### src/rtl/muldiv_seq.sv
// Iterative unsigned multiply/divide sequencer, one result bit per cycle.
// MUL is radix-2 shift-add, DIV is restoring division. The shared
// accumulator {hi_q, lo_q} holds {0, a} during MUL and {remainder, quotient}
// during DIV.
//
// Handshake: the requester raises start and holds it (with op/a/b stable)
// until it samples busy=0 at a rising edge. Start is accepted only at an
// edge where the FSM is in IDLE. busy stays high until the cycle after the
// single-cycle done pulse. Results stay registered until the next done.
module muldiv_seq #(
  parameter int N = 16
) (
  input  logic         clk,
  input  logic         rst,
  input  logic         start,
  input  logic         op,
  input  logic [N-1:0] a,
  input  logic [N-1:0] b,
  output logic         busy,
  output logic         done,
  output logic [N-1:0] result_lo,
  output logic [N-1:0] result_hi,
  output logic         div_by_zero
);

  localparam int CW = $clog2(N) + 1;
  localparam logic [CW-1:0] LAST_ITER = CW'(N - 1);

  localparam logic [1:0] S_IDLE = 2'd0;
  localparam logic [1:0] S_MUL  = 2'd1;
  localparam logic [1:0] S_DIV  = 2'd2;
  localparam logic [1:0] S_DONE = 2'd3;

  logic [1:0]    state_q, state_d;
  logic [CW-1:0] cnt_q, cnt_d;
  logic [N-1:0]  hi_q, hi_d;
  logic [N-1:0]  lo_q, lo_d;
  logic [N-1:0]  b_q, b_d;
  logic [N-1:0]  res_lo_q, res_lo_d;
  logic [N-1:0]  res_hi_q, res_hi_d;
  logic          dbz_q, dbz_d;

  // Single-iteration datapath results, used by the MUL and DIV states.
  logic [N:0]   mul_sum;
  logic [N-1:0] mul_hi, mul_lo;
  logic [N:0]   div_shrem, div_trial;
  logic [N-1:0] div_rem, div_quo;
  logic         last_iter;

  // One shift-add step and one restoring-divide step from the current accumulator.
  always_comb begin
    mul_sum   = {1'b0, hi_q} + (lo_q[0] ? {1'b0, b_q} : {(N+1){1'b0}});
    mul_hi    = mul_sum[N:1];
    mul_lo    = {mul_sum[0], lo_q[N-1:1]};
    div_shrem = {hi_q, lo_q[N-1]};
    div_trial = div_shrem - {1'b0, b_q};
    div_rem   = div_trial[N] ? div_shrem[N-1:0] : div_trial[N-1:0];
    div_quo   = {lo_q[N-2:0], ~div_trial[N]};
    last_iter = (cnt_q == LAST_ITER);
  end

  // Next-state and datapath control for the IDLE/MUL/DIV/DONE sequencer.
  always_comb begin
    state_d  = state_q;
    cnt_d    = cnt_q;
    hi_d     = hi_q;
    lo_d     = lo_q;
    b_d      = b_q;
    res_lo_d = res_lo_q;
    res_hi_d = res_hi_q;
    dbz_d    = dbz_q;
    case (state_q)
      S_IDLE: begin
        if (start) begin
          b_d   = b;
          hi_d  = '0;
          lo_d  = a;
          cnt_d = '0;
          dbz_d = 1'b0;
          if (!op) begin
            state_d = S_MUL;
          end else if (b != '0) begin
            state_d = S_DIV;
          end else begin
            // Divide by zero finishes immediately with a fixed result pattern.
            state_d  = S_DONE;
            res_lo_d = '1;
            res_hi_d = a;
            dbz_d    = 1'b1;
          end
        end
      end
      S_MUL: begin
        hi_d  = mul_hi;
        lo_d  = mul_lo;
        cnt_d = cnt_q + 1'b1;
        if (last_iter) begin
          state_d  = S_DONE;
          res_hi_d = mul_hi;
          res_lo_d = mul_lo;
        end
      end
      S_DIV: begin
        hi_d  = div_rem;
        lo_d  = div_quo;
        cnt_d = cnt_q + 1'b1;
        if (last_iter) begin
          state_d  = S_DONE;
          res_hi_d = div_rem;
          res_lo_d = div_quo;
        end
      end
      default: begin
        state_d = S_IDLE;
      end
    endcase
  end

  // State registers; reset aborts any operation in flight and clears results.
  always_ff @(posedge clk) begin
    if (rst) begin
      state_q  <= S_IDLE;
      cnt_q    <= '0;
      hi_q     <= '0;
      lo_q     <= '0;
      b_q      <= '0;
      res_lo_q <= '0;
      res_hi_q <= '0;
      dbz_q    <= 1'b0;
    end else begin
      state_q  <= state_d;
      cnt_q    <= cnt_d;
      hi_q     <= hi_d;
      lo_q     <= lo_d;
      b_q      <= b_d;
      res_lo_q <= res_lo_d;
      res_hi_q <= res_hi_d;
      dbz_q    <= dbz_d;
    end
  end

  assign busy        = (state_q != S_IDLE);
  assign done        = (state_q == S_DONE);
  assign result_lo   = res_lo_q;
  assign result_hi   = res_hi_q;
  assign div_by_zero = dbz_q;

endmodule
### config.mk
export PLATFORM = sky130hd
export DESIGN_NAME = muldiv_seq
export DESIGN_NICKNAME = d
export VERILOG_FILES = /design/src/rtl/muldiv_seq.sv
export SDC_FILE = /design/constraint.sdc
export NUM_CORES = 1
export LEC_CHECK = 0
export ABC_AREA = 1
export BUFFER_PORTS_ARGS = -buffer_cell sky130_fd_sc_hd__clkbuf_2
export CAP_MARGIN = 15
export CORE_MARGIN = 10
export CORE_UTILIZATION = 45
export CTS_BUF_LIST = sky130_fd_sc_hd__clkbuf_16
export CTS_CLUSTER_DIAMETER = 30
export DETAILED_ROUTE_END_ITERATION = 7
export PLACE_DENSITY_LB_ADDON = 0.08
export SLEW_MARGIN = 10
export SYNTH_ARGS = -nofsm -noshare
export SYNTH_HDL_FRONTEND = slang
export SYNTH_SLANG_ARGS = --single-unit
export TNS_END_PERCENT = 30
### constraint.sdc
create_clock -name clk -period 3 [get_ports clk]
set_input_delay 0.45 -clock clk [delete_from_list [all_inputs] [get_ports clk]]
set_output_delay 0.45 -clock clk [all_outputs]
set_load 0.03 [all_outputs]
==> results_dict.tcl <==
set metrics [dict create \
    status "complete, no violations" \
    synth_area_leader_cell "dfxtp_1" \
    core_area_um2 13200 \
    portBuffers 70 \
    diodes 0 \
    dp_hpwl_um 14000 \
    grt_max_degree 48 \
    drt_iter0_drc 652 \
    timing.final.crit_share_pct 88.7 \
    synthDistinctLibCells 41 \
    cp-start-kind "flip-flop" \
    relSlewSlack_pct 38.4 \
    ant_nets 0 \
    drc 0 \
    ys_seq_elements 88 \
    cts.hold.buffers_added 0 \
    p_comb_share_pct 60.6 \
    num_rows 42 \
    cts_buffers 9 \
    grt_pass1_vias 5855 \
    cts.path.max_buffers 2 \
    critPathCaptureType "flip-flop" \
    area_growth_pct 13.2 \
    cts_resized 0 \
    syn_area_um2 6070 \
    first_pass_iters 6 \
    fin_tns_setup_ps 0 \
    die_w_um 136 \
    wire_per_inst_um 15.5 \
    maxSlewViolCount 0 \
    grt_overflow 0 \
    nNetsFinal 1068 \
    path_class "reg2reg" \
    ys_seq_area_share_pct 29.0 \
    finalWorstPathRequiredPeriod_ps 2660 \
    drv_cap 0 \
    ios 71 \
    sequentialPowerShare_pct 23.2 \
    r2r_slack_ps 340 \
    via_count 6189 \
    synthCells 943 \
    synthArstFlopShare_pct 0 \
    fillCellCount 1430 \
    synth_top_area_share_pct 29.0 \
    setup_viol 0 \
    syn_avg_cell_area_um2 6.44 \
    grt_first_pass_wirelength_um 29800 \
    synth_fp_nets 1019 \
    skew_ps 12.5 \
    critPathRequiredTime_ps 3220 \
    clkTransAtPathRegs_ps 70 \
    intPower_w 0.00400 \
    synth_ff_type "dfxtp_1" \
    final_cell_mix "221 x nand2_1, 122 x inv_1, 117 x a21oi_1" \
    rsz0062_at_grt "false" \
    p_leak_nw 3.51 \
    htree_num_levels 3 \
    switching_share_pct 51.6 \
    drt_wl_total_um 18200 \
    cp_max_fo 12 \
    powerDensity_nw_per_um2 1200 \
    routabilityCongestion 0.925 \
    hold_viol_final 0 \
    track_usage_pct 19.9 \
    post_cts.repair.setup_buffers 0 \
    min_path_type "in2reg" \
    dieArea_um2 18500 \
    finalPower_w 0.00827 \
    antenna_found_initial 0 \
    timing.fmax_mhz 376 \
    die_h_um 136 \
    insertion_delay_ps 360 \
    final_common_cell "nand2_1" \
    start_util_pct 45.9 \
    avgViaCountPerCell 5.28 \
    drive_gt1_share_pct 12.9 \
    ys_warn_count 0 \
    cts_tree "done" \
    critical_path_arrival_ps 2880 \
    worst_ir_drop_vdd_v 0.000813 \
    synthTopCellsByArea "dfxtp_1 29%, nand2_1 14%, a21oi_1 9.6%" \
    clock_power_share_pct 16.2 \
    synth-edff-count 0 \
    worst_pin_slew_ps 922 \
    cts.sinks 88 \
    switching_power_w 0.00426 \
    root_buffer "clkbuf_16" \
]
-- metal layers --
metal / part of all wire [%] / up-vias / GRT usage (%)
met2: 43 / 187 / 30.0
met3: 6.7 / 26 / 3.99
li1: - / 3215 / -
met5: 0 / - / 0
met1: 49 / 2761 / 27.6
met4: 1.9 / 0 / 6.39
-- cell families after synthesis --
family                     after synthesis  synth area share [%]
buffers and inverters                  171                  11.3
and+or+nand+nor                        397                  28.2
AOI/OAI and AO/OA                      242                  22.3
xor gates and xnor gates                 5                 0.721
adders and majority gates               40                  8.49
DFF                                     88                  29.0
-- final cells by class --
| class | instances | area (um2) | area share [%] |
|---|---|---|---|
| clock buffers | 9 | 225 | 3.28 |
| clock inverters | 7 | 124 | 1.80 |
| inverters | 127 | 477 | 6.93 |
| multi-input cells | 684 | 3630 | 52.8 |
| flip-flops and latches | 88 | 1760 | 25.6 |
| well taps | 176 | 220 | 3.20 |
| repair buffers | 82 | 440 | 6.41 |
-- path summary, 6_finish.rpt --
check / from / cells past startpoint / endpoint
worst max-delay path: lo_q[15] / 17 / hi_q[1]
worst min-delay path: b[3] / 3 / b_q[3]
worst max register to register: lo_q[15] / 17 / hi_q[1]
worst min register to register: lo_q[15] / 2 / lo_q[15]
-- power groups by stage --
stage          Combinational [W]  Clock, W  Sequential (W)
2_1_floorplan            0.00353         0         0.00218
3_3_place_gp             0.00496         0         0.00194
3_5_place_dp             0.00498         0         0.00193
4_1_cts                  0.00500   0.00137         0.00191
5_1_grt                  0.00567   0.00142         0.00196
6_report                 0.00501   0.00134         0.00191
-- sequential cells by signal, indices dropped and copies added (netlist names) --
name,flops
b_q,16
cnt_q,5
div_by_zero,1
hi_q,16
lo_q,16
result_hi,16
result_lo,16
state_q,2
-- per-stage QoR --
stage          hold WS (ps)  util [%]  setup slack, ps  cells  instance area, um2
2_1_floorplan           445         -              800    943                6070
3_3_place_gp            454      49.3              428   1157                6530
3_5_place_dp            466      49.3              357   1157                6530
4_1_cts                 380      51.9              361   1173                6880
5_1_grt                 395      51.9             39.1   1173                6880
6_report                387      51.9              338   1173                6880
-- cell usage after synthesis, types with 4 or more instances --
cell type	number
nand2_1	221
inv_1	122
a21oi_1	117
dfxtp_1	88
o21ai_0	82
nand3_1	65
nor2_1	63
ha_1	38
clkbuf_1	27
nand2_2	18
o211ai_1	16
a221o_1	12
buf_2	7
a21o_1	6
nand3b_1	6
nand4_1	5
nor3_1	5
nor4_1	4
xor2_1	4
-- critical path, cell delays in order, from the launching register on --
cell and delay (ps):
dfxtp_1 330, inv_1 80, ha_1 240, fa_1 420
inv_1 110, nand2_1 50, nand2_1 90, nand3_2 80
nand2_2 110, nand2_4 70, nand2_2 70, nand2_2 160
nand2_2 330, nand2_2 70, nand3_1 100, nand2_1 60
nand2_1 80, a21oi_1 70
Power figures use the tool's default switching activity.
